===== src/rtl/mdu_pkg.sv =====
// Shared encodings and defaults for the iterative multiply/divide unit.
package mdu_pkg;

  localparam int MDU_WIDTH = 16;

  localparam logic [1:0] OP_MUL  = 2'b00;
  localparam logic [1:0] OP_MULH = 2'b01;
  localparam logic [1:0] OP_DIVU = 2'b10;
  localparam logic [1:0] OP_REMU = 2'b11;

  typedef enum logic [1:0] {
    IDLE = 2'b00,
    RUN  = 2'b01,
    DONE = 2'b10
  } mdu_state_e;

endpackage


===== src/rtl/mul_div_unit.sv =====
// Iterative unsigned multiply/divide: one radix-2 step per cycle on a shared acc/op_b datapath,
// result written back to the register file through wb_*.
//
//   state | meaning
//   IDLE  | waiting for start
//   RUN   | WIDTH shift-add / restoring-divide steps
//   DONE  | one-cycle result pulse; may accept the next op
module mul_div_unit
  import mdu_pkg::*;
#(
  parameter int WIDTH     = MDU_WIDTH,
  parameter int REGADDR_W = 3
) (
  input  logic                 clk,
  input  logic                 rst_n,
  input  logic                 start,
  input  logic [1:0]           op,
  input  logic [WIDTH-1:0]     a,
  input  logic [WIDTH-1:0]     b,
  input  logic [REGADDR_W-1:0] dest,
  output logic                 busy,
  output logic                 done,
  output logic                 div_by_zero,
  output logic                 wb_en,
  output logic [REGADDR_W-1:0] wb_reg,
  output logic [WIDTH-1:0]     wb_data
);

  localparam int CNT_W = $clog2(WIDTH);
  localparam logic [CNT_W-1:0] CNT_LAST = CNT_W'(WIDTH - 1);

  mdu_state_e state_q, state_d;

  logic [2*WIDTH-1:0]   acc_q;
  logic [WIDTH-1:0]     op_b_q;
  logic [1:0]           op_q;
  logic [REGADDR_W-1:0] dest_q;
  logic [CNT_W-1:0]     count_q;
  logic [WIDTH-1:0]     wb_data_q;
  logic [REGADDR_W-1:0] wb_reg_q;
  logic                 dbz_q;

  logic                 accept;
  logic                 last_step;
  logic [WIDTH:0]       mul_sum;
  logic [WIDTH:0]       rem_sh;
  logic                 rem_fits;
  logic [WIDTH-1:0]     rem_diff;
  logic [2*WIDTH-1:0]   step_acc;

  assign accept    = start && (state_q == IDLE || state_q == DONE);
  assign last_step = (state_q == RUN) && (count_q == CNT_LAST);

  always_comb begin
    state_d = state_q;
    unique case (state_q)
      IDLE:    if (start) state_d = RUN;
      RUN:     if (count_q == CNT_LAST) state_d = DONE;
      DONE:    state_d = start ? RUN : IDLE;
      default: state_d = IDLE;
    endcase
  end

  always_ff @(posedge clk or negedge rst_n) begin
    if (!rst_n) state_q <= IDLE;
    else        state_q <= state_d;
  end

  // Multiply: upper half accumulates, lower half shifts the multiplier out.
  // Divide: upper half is the partial remainder, lower half shifts the dividend out and quotient in.
  always_comb begin
    mul_sum  = {1'b0, acc_q[2*WIDTH-1:WIDTH]} + (acc_q[0] ? {1'b0, op_b_q} : '0);
    rem_sh   = {acc_q[2*WIDTH-1:WIDTH], acc_q[WIDTH-1]};
    rem_fits = (rem_sh >= {1'b0, op_b_q});
    rem_diff = rem_sh[WIDTH-1:0] - op_b_q;
    if (op_q[1])
      step_acc = {(rem_fits ? rem_diff : rem_sh[WIDTH-1:0]), acc_q[WIDTH-2:0], rem_fits};
    else
      step_acc = {mul_sum, acc_q[WIDTH-1:1]};
  end

  always_ff @(posedge clk or negedge rst_n) begin
    if (!rst_n) begin
      acc_q     <= '0;
      op_b_q    <= '0;
      op_q      <= OP_MUL;
      dest_q    <= '0;
      count_q   <= '0;
      wb_data_q <= '0;
      wb_reg_q  <= '0;
      dbz_q     <= 1'b0;
    end else if (accept) begin
      acc_q   <= {{WIDTH{1'b0}}, (op[1] ? a : b)};
      op_b_q  <= op[1] ? b : a;
      op_q    <= op;
      dest_q  <= dest;
      count_q <= '0;
    end else if (state_q == RUN) begin
      acc_q   <= step_acc;
      count_q <= count_q + 1'b1;
      if (last_step) begin
        // MULH and REMU both live in the upper half, MUL and DIVU in the lower half.
        wb_data_q <= op_q[0] ? step_acc[2*WIDTH-1:WIDTH] : step_acc[WIDTH-1:0];
        wb_reg_q  <= dest_q;
        dbz_q     <= op_q[1] && (op_b_q == '0);
      end
    end
  end

  assign busy        = (state_q == RUN);
  assign done        = (state_q == DONE);
  assign wb_en       = done && (wb_reg_q != '0);
  assign wb_reg      = wb_reg_q;
  assign wb_data     = wb_data_q;
  assign div_by_zero = dbz_q;

endmodule


===== config.mk =====
export PLATFORM = sky130hd
export DESIGN_NAME = mul_div_unit
export DESIGN_NICKNAME = d
export VERILOG_FILES = /design/src/rtl/mdu_pkg.sv /design/src/rtl/mul_div_unit.sv
export SDC_FILE = /design/constraint.sdc
export NUM_CORES = 1
export LEC_CHECK = 0
export CELL_PAD_IN_SITES_DETAIL_PLACEMENT = 0
export CELL_PAD_IN_SITES_GLOBAL_PLACEMENT = 1
export CORE_MARGIN = 2
export CORE_UTILIZATION = 44
export CTS_CLUSTER_DIAMETER = 60
export CTS_CLUSTER_SIZE = 40
export DETAILED_ROUTE_END_ITERATION = 8
export PLACE_DENSITY = 0.79
export SLEW_MARGIN = 0
export SYNTH_ARGS = -nofsm -noshare
export SYNTH_HDL_FRONTEND = slang
export SYNTH_SLANG_ARGS = --single-unit

===== constraint.sdc =====
create_clock -name clk -period 4.1 [get_ports clk]
set_input_delay 0.82 -clock clk [delete_from_list [all_inputs] [get_ports clk]]
set_output_delay 0.82 -clock clk [all_outputs]
set_load 0.1 [all_outputs]

==> results.toml <==
[worst_setup_path]
worst-r2r-cell-count = 13
crit_path_end_kind = "flop"
cp_max_fo = 18
worst_ep_required_time_ns = 4.32
crit_arrival_ns = 3.69
r2r-start = "acc_q[0]$_DFFE_PN0P_"
reg2reg_setup_slack_ns = 0.63
reg2reg_to = "wb_data[11]$_DFFE_PN0P_"
worstSetupPathType = "reg -> reg"
critPathLaunchType = "flop"

[placement]
dp_slack_ns = 0.739
dp_hpwl_um = 12200
place_congestion = 0.906
port_buffers = 62

[hold_path]
hp-class = "reg -> reg"
holdPathEnd = "wb_reg[1]$_DFFE_PN0P_"
hold_start = "dest_q[1]$_DFFE_PN0P_"
hold_path_depth = 2

[sta]
finalWorstSetupSlack_ns = 0.629
slew_viol_final = 0
rsz0062_at_grt = "no"
setup_viol = 0
fin_crit_ns = 3.47
fin_crit_sh = 0.847
hold_violations = 0
slew_headroom = 0.304
clock_skew_ns = 0.00714
max_clock_freq_ghz = 0.288
tns_ns = 0
tightest_slew_ns = 1.04

[cts]
postCtsSetupBuffers = 0
clock_latency_ns = 0.34
cts_resized = 0
htree_num_levels = 3
cts_made_buffers = 9
root_buffer = "clkbuf_16"
cts_max_path_buffers = 2
cts_hold_buf = 0
clkSinkCount = 79
clk_transition_reported_paths_ns = 0.06
cts_tree = "yes"

[logic_synthesis]
synth_ff_type = "dfrtp_1"
synth_edf_count = 0
seq_area_frac_synth = 0.354
syn_inst = 627
yosysUniqueCellTypes = 57
synth_nets = 702
syn_area_mm2 = 0.00558
synth_warnings = 0
synth_async_sr_flop_share = 1.00
ys_ff_latch = 79
avgSynthCellArea_um2 = 8.90

[global_route]
grt_pass1_vias = 4801
grt_pass1_wl_um = 25600
grt_use_total = 0.250
grt.overflow.total = 0
grt_max_degree = 66
antenna_found_initial = 0

[drt]
wl_per_cell_um = 19.4
drc = 0
drt_iter0_drc = 332
route.met2.wl_um = 7830
detail-route-antenna-nets = 0
num_vias = 4943
wl_met3_um = 849
top_layer = "met4"
vias_per_cell = 5.82
wl_um = 16500
wl_met1_um = 7200
first_pass_iters = 6

[die]
die_y_um = 117
dieArea_mm2 = 0.0136
rows = 41
start_util = 0.446
die_x_um = 117
core_mm2 = 0.0125
io_pins = 63

[final_layout]
drive_gt1_frac = 0.0634
fillers = 1198
layout_common_cells = "81 x nand2_1, 78 x dfrtp_1, 59 x mux2i_1, 59 x clkdlybuf4s50_1, 52 x o21ai_0"
antennaDiodeCount = 0
largest_register = "acc_q"
syn_to_final_growth_pct = 18.9
largest_reg_flops = 32
nets = 748
layout_commonest_cell = "nand2_1"

[run]
maxCapViolations = 0

[outcome]
status = "finished clean"
cell families after synthesis:
logic type                 synth area share
muxes                                 0.125
and+or+nand+nor                       0.160
AOI/OAI and AO/OA                     0.200
xor gates and xnor gates             0.0345
buffers and inverters                0.0446
DFF                                   0.354
adders and majority gates            0.0812
through the flow:
stage | area [µm²] | std cells | hold slack (ns) | utilization
floorplan | 5580 | 627 | 0.439 | -
global placement | 6330 | 834 | 0.448 | 0.506
detailed placement | 6330 | 834 | 0.460 | 0.506
CTS | 6630 | 850 | 0.478 | 0.530
global route | 6630 | 850 | 0.493 | 0.530
finish | 6630 | 850 | 0.472 | 0.530
worst max path at each step:
| stage | start | end | slack, ns |
|---|---|---|---|
| detailed placement | acc_q[0]$_DFFE_PN0P_ | wb_data[11]$_DFFE_PN0P_ | 0.74 |
| global route | acc_q[0]$_DFFE_PN0P_ | wb_data[11]$_DFFE_PN0P_ | 0.40 |
| finish | acc_q[0]$_DFFE_PN0P_ | wb_data[11]$_DFFE_PN0P_ | 0.63 |
| global placement | op_b_q[10]$_DFFE_PN0P_ | wb_data[3]$_DFFE_PN0P_ | 0.74 |
| CTS | acc_q[0]$_DFFE_PN0P_ | wb_data[11]$_DFFE_PN0P_ | 0.65 |
| floorplan | state_q[0]$_DFFE_PN0P_ | wb_en | 0.54 |
worst max-delay path, stage by stage (launching register included):
cell	delay (ns)
dfrtp_1	0.66
and2_1	0.21
ha_1	0.20
inv_1	0.07
fa_1	0.38
nand2b_1	0.19
a21oi_1	0.27
o31ai_1	0.16
a32oi_1	0.32
xnor2_1	0.16
nor2_1	0.06
a31oi_1	0.17
o31ai_1	0.13
a221o_1	0.35
metal layers:
layer,vias to the layer above,track usage
met5,-,0
met4,0,0.101
met3,39,0.0524
met2,165,0.411
met1,2385,0.321
li1,2354,-
cell usage after synthesis (all sizes together) (11+ instances only):
cell / number / area share
ha: 33 / 0.074
mux2i: 59 / 0.11
o221ai: 12 / 0.019
o21ai: 52 / 0.047
a21o: 11 / 0.015
inv: 29 / 0.020
nand3: 11 / 0.0099
and2: 18 / 0.021
xnor2: 13 / 0.020
a21oi: 33 / 0.030
nor3: 20 / 0.018
a22o: 11 / 0.017
nor2: 35 / 0.024
clkbuf: 26 / 0.017
nand2: 81 / 0.054
dfrtp: 79 / 0.35
nand2b: 11 / 0.012
final cells by class:
cell class | count | area, µm² | area share
Timing Repair Buffer | 69 | 663 | 0.100
Inverter | 31 | 116 | 0.0175
Sequential cell | 79 | 1980 | 0.298
Clock buffer | 11 | 243 | 0.0366
Multi-Input combinational cell | 483 | 3360 | 0.506
Tap cell | 172 | 215 | 0.0325
Clock inverter | 5 | 57.6 | 0.00868
Power is left out: the tool's default activity adds up to more than one toggle a clock period on the data nets, which glitch-free logic cannot reach.
